$ cat src/rtl/mips_mem_arbiter.sv
// Single-port memory arbiter for the MIPS32 unified Mem: loader, fetch and data ports
// share one synchronous RAM port, with the system sequenced through BOOT, RUN and HALT.
module mips_mem_arbiter #(
  parameter int unsigned AW           = 10,
  parameter int unsigned DW           = 32,
  parameter int unsigned STARVE_LIMIT = 4
) (
  input  logic          clk1,
  input  logic          reset,
  input  logic          ld_req,
  input  logic          ld_we,
  input  logic [AW-1:0] ld_addr,
  input  logic [DW-1:0] ld_wdata,
  input  logic          ld_done,
  input  logic          ld_restart,
  output logic          ld_gnt,
  input  logic          if_req,
  input  logic [AW-1:0] if_addr,
  output logic          if_gnt,
  input  logic          dm_req,
  input  logic          dm_we,
  input  logic [AW-1:0] dm_addr,
  input  logic [DW-1:0] dm_wdata,
  output logic          dm_gnt,
  input  logic          cpu_halted,
  output logic          cpu_hold,
  output logic          mem_en,
  output logic          mem_we,
  output logic [AW-1:0] mem_addr,
  output logic [DW-1:0] mem_wdata,
  input  logic [DW-1:0] mem_rdata,
  output logic [DW-1:0] rdata,
  output logic          rvalid,
  output logic [1:0]    rsrc
);

  localparam int unsigned    SW   = $clog2(STARVE_LIMIT + 1);
  localparam logic [SW-1:0]  SLIM = SW'(STARVE_LIMIT);

  localparam logic [1:0] SRC_NONE = 2'b00;
  localparam logic [1:0] SRC_IF   = 2'b01;
  localparam logic [1:0] SRC_DM   = 2'b10;
  localparam logic [1:0] SRC_LD   = 2'b11;

  typedef enum logic [1:0] {
    S_BOOT,
    S_RUN,
    S_HALT
  } state_t;

  state_t        state_q, state_d;
  logic [SW-1:0] starve_q, starve_d;
  logic [DW-1:0] rdata_q;
  logic          rvalid_q, rvalid_d;
  logic [1:0]    rsrc_q, rsrc_d;
  logic [1:0]    owner;

  always_comb begin
    state_d = state_q;
    case (state_q)
      S_BOOT:  if (ld_done)    state_d = S_RUN;
      S_RUN:   if (cpu_halted) state_d = S_HALT;
      S_HALT:  if (ld_restart) state_d = S_BOOT;
      default: state_d = S_BOOT;
    endcase
  end

  // Grants are gated by reset directly so the RAM is never enabled while reset is high.
  always_comb begin
    ld_gnt = 1'b0;
    if_gnt = 1'b0;
    dm_gnt = 1'b0;
    if (!reset) begin
      case (state_q)
        S_BOOT, S_HALT: ld_gnt = ld_req;
        S_RUN: begin
          if (dm_req && !(if_req && (starve_q == SLIM))) dm_gnt = 1'b1;
          else if (if_req)                                 if_gnt = 1'b1;
        end
        default: ;
      endcase
    end
  end

  always_comb begin
    mem_we    = 1'b0;
    mem_addr  = '0;
    mem_wdata = '0;
    owner     = SRC_NONE;
    if (ld_gnt) begin
      mem_we    = ld_we;
      mem_addr  = ld_addr;
      mem_wdata = ld_wdata;
      owner     = SRC_LD;
    end else if (dm_gnt) begin
      mem_we    = dm_we;
      mem_addr  = dm_addr;
      mem_wdata = dm_wdata;
      owner     = SRC_DM;
    end else if (if_gnt) begin
      mem_addr  = if_addr;
      owner     = SRC_IF;
    end
  end

  assign mem_en   = ld_gnt | if_gnt | dm_gnt;
  assign rvalid_d = mem_en & ~mem_we;
  assign rsrc_d   = rvalid_d ? owner : SRC_NONE;
  assign cpu_hold = (state_q == S_BOOT);

  always_comb begin
    starve_d = starve_q;
    if (dm_gnt && if_req) begin
      if (starve_q != SLIM) starve_d = starve_q + SW'(1);
    end else if (if_gnt || !if_req) begin
      starve_d = '0;
    end
  end

  always_ff @(posedge clk1 or posedge reset) begin
    if (reset) begin
      state_q  <= S_BOOT;
      starve_q <= '0;
      rdata_q  <= '0;
      rvalid_q <= 1'b0;
      rsrc_q   <= SRC_NONE;
    end else begin
      state_q  <= state_d;
      starve_q <= starve_d;
      rvalid_q <= rvalid_d;
      rsrc_q   <= rsrc_d;
      if (rvalid_q) rdata_q <= mem_rdata;
    end
  end

  // The RAM output register supplies the data in the return cycle; rdata_q keeps it afterwards.
  assign rdata  = rvalid_q ? mem_rdata : rdata_q;
  assign rvalid = rvalid_q;
  assign rsrc   = rsrc_q;

endmodule

$ cat config.mk
export PLATFORM = sky130hd
export DESIGN_NAME = mips_mem_arbiter
export DESIGN_NICKNAME = d
export VERILOG_FILES = /design/src/rtl/mips_mem_arbiter.sv
export SDC_FILE = /design/constraint.sdc
export NUM_CORES = 1
export LEC_CHECK = 0
export ABC_AREA = 0
export BUFFER_PORTS_ARGS = -buffer_cell sky130_fd_sc_hd__buf_4
export CORE_ASPECT_RATIO = 0.6
export CORE_MARGIN = 1
export CORE_UTILIZATION = 28
export DETAILED_ROUTE_END_ITERATION = 10
export GPL_TIMING_DRIVEN = 1
export PLACE_DENSITY_LB_ADDON = 0.15
export SYNTH_ARGS = -nofsm -noshare
export SYNTH_HDL_FRONTEND = slang
export SYNTH_SLANG_ARGS = --single-unit
$ cat constraint.sdc
create_clock -name clk1 -period 4.7 [get_ports clk1]
set_input_delay 1.41 -clock clk1 [delete_from_list [all_inputs] [get_ports clk1]]
set_output_delay 1.41 -clock clk1 [all_outputs]
set_load 0.01 [all_outputs]
==> results.yml <==
yosys:
  avgSynthCellArea_um2: 11.8
  ys_types: 32
  synthesis.area_um2: 2130
  yosysMostFrequentCell: "dfrtp_1"
  yosysTopAreaCell: "dfrtp_1"
  synth.top_cell.area_share_pct: 47.0
  synth_ff_type: "dfrtp_1"
  synth_nets: 319
  synth-edff-count: 0
  ys_ff_latch: 40
  async_flop_share_pct: 100
  yosysSeqAreaShare_pct: 47.0
  yosysWarnings: 0
  postSynthCellCount: 181
  synth_area_leaders: "dfrtp_1, a22o_1, mux2_1"
  synthTopCellsByCount: "dfrtp_1, a22o_1, mux2_1"
clock_tree:
  cts.sinks: 40
  cts_tree: "built"
  cts_hold_buf: 0
  clockRootBuffer: "clkbuf_16"
  post_cts_buffers: 0
  cts_buffer_depth: 2
  cts_resized: 0
  clkLatencyLatePin_ns: 0.28
  cts_buffers: 5
  htree_levels: 2
  clk_pin_slew_ns: 0.06
power_and_ir_drop:
  p_total_w: 0.00158
  pwr-share-seq_pct: 32.4
  pwr-share-comb_pct: 46.7
  switching_share_pct: 30.1
  internal_power_w: 0.00111
  clkPwrFrac_pct: 21.0
  p_leak_nw: 2.07
  peakVddDrop_v: 0.000362
  p_sw_w: 0.000476
  p_per_area_nw_per_um2: 394
cells_and_area:
  drive_gt1_share_pct: 61.7
  antennaDiodeCount: 0
  nFillCells: 656
  regArea_um2: 1000
  multiInputGateArea_um2: 1020
  area_growth_pct: 88.6
  nets: 534
global_routing:
  met2_usage_pct: 31.4
  grt_pass1_vias: 2297
  grt_use_met3_pct: 4.98
  track_usage_pct: 19.7
  grt.busiest_layer: "met2"
  grt_overflow: 0
  grt_pass1_wl_um: 12100
  antenna_found_initial: 0
  grt_use_met1_pct: 27.0
  grt_max_degree: 46
critical_path:
  arrival_ns: 2.80
  cp_slowest_stage_delay_ns: 0.42
  crit_cells: 6
  cp_top_family: "simple AND/OR/NAND/NOR gates"
  crit_path_cell_trace: "buf_4 -> or3b_4 -> or3_4 -> clkinv_2 -> a221o_1 -> buf_4"
  cpMostUsedCell: "buf_4"
  crit_fanout: 12
  cp-end-kind: "output pin"
  critPathKind: "input pin to output pin"
  crit_slowest_cell: "or3b_4"
  required_ns: 3.29
  crit_buf_inv: 3
  cp-start-kind: "input pin"
  worstRegToRegCells: 3
drt:
  vias_per_cell: 4.60
  firstDrtPassIters: 4
  wl_per_cell_um: 15.8
  drt_iter0_markers: 75
  route.detailed.drc: 0
  drt_wl_total_um: 7900
  vias: 2305
  antenna_left: 0
timing:
  skew_ns: 0.00209
  hold_viol_final: 0
  maxSlewViolCount: 0
  clock.fmax_mhz: 238
  setup_viol: 0
  slew_headroom_pct: 66.5
  layout_min_cycle_time_ns: 4.21
  rsz0062_at_grt: "false"
  fin_crit_sh_pct: 89.6
  setup_tns_ns: 0
  tightest_slew_ns: 0.502
die:
  io_pins: 219
  placementRows: 24
  initial_core_util_pct: 29.2
  dieWidth_um: 115
  die_h_um: 69.6
  die_area_um2: 7970
  core_area_um2: 7300
place:
  dpl.hpwl_um: 6340
  portBuffers: 218
  gp_congestion: 0.830
outcome:
  status: "finished clean"
flow_run:
  maxCapViolations: 0
min_path:
  hold_class: "flip-flop to flip-flop"
  min_path_cells: 1
through the flow:
stage,setup slack (ns),hold WS (ns),utilization (%),std cells,instance area [um^2]
2_1_floorplan,0.739,0.493,-,181,2130
3_3_place_gp,0.530,0.466,53.0,493,3870
3_5_place_dp,0.512,0.473,53.0,493,3870
4_1_cts,0.505,0.486,55.0,501,4020
5_1_grt,0.436,0.494,55.0,501,4020
6_report,0.491,0.483,55.0,501,4020
cell families (layout without fill, tap and decap cells):
| kind of cell | Yosys count | after routing | synth area share, % |
|---|---|---|---|
| flip-flops | 40 | 40 | 47.0 |
| multiplexers | 33 | 33 | 17.4 |
| buffers and inverters | 22 | 238 | 4.88 |
| AO/OA/AOI/OAI | 52 | 52 | 20.5 |
| AND/OR/NAND/NOR | 32 | 32 | 9.05 |
| adder cells (fa/ha/maj) | 2 | 2 | 1.17 |
final timing paths:
check / startpoint / endpoint / slack, ns
worst max register to register: state_q[0] / rvalid / 3.10
worst min register to register: rdata_q[4] / rdata_q[4] / 0.48
worst min-delay path: rdata_q[4] / rdata_q[4] / 0.48
worst max-delay path: reset / mem_addr[4] / 0.49
min in group asynchronous: reset / starve_q[1] / 1.28
max in group asynchronous: reset / rdata_q[21] / 3.07
worst reg2reg max path, cell delays in order, from the launching register on:
cell	delay, ns
dfrtp_1	0.48
or3b_4	0.45
or3_4	0.40
a31oi_1	0.19
layout by cell type, fill, tap and decap left out, types with 2 or more instances in the layout:
cell,Yosys,layout
nand2_1,5,5
a21oi_1,3,3
nand3b_1,2,2
mux2_2,12,12
a22o_1,32,32
and2_1,12,12
nor2_1,5,5
clkbuf_16,0,5
o21ai_1,2,2
clkbuf_1,6,2
a221o_1,10,10
inv_1,5,5
nand3_1,2,2
ha_1,2,2
dfrtp_1,40,40
o21ai_0,2,2
buf_4,1,222
mux2_1,20,20
per-layer routing:
layer	vias to the layer above	wire, um
met2	93	3790
li1	1109	-
met5	-	0
met3	8	569
met4	0	56
met1	1095	3490
power groups by stage:
stage	registers (W)	logic (W)	clock network [W]
CTS	0.000512	0.000748	0.000342
floorplan	0.000505	0.000350	0
detailed placement	0.000518	0.000746	0
finish	0.000512	0.000738	0.000331
global route	0.000528	0.000792	0.000365
global placement	0.000512	0.000737	0
state kept, by name, indices dropped and copies added, names as in the netlist:
name	flops
starve_q	3
state_q	2
rdata_q	32
rsrc	2
rvalid	1
layout make-up:
cell class              instances  area share, %
repair buffers                223           42.0
multi-input cells             119           25.5
flip-flops and latches         40           24.9
clock buffers                   8           3.64
well taps                     104           3.24
inverters                       7          0.685
(Power assumes the default switching activity.)
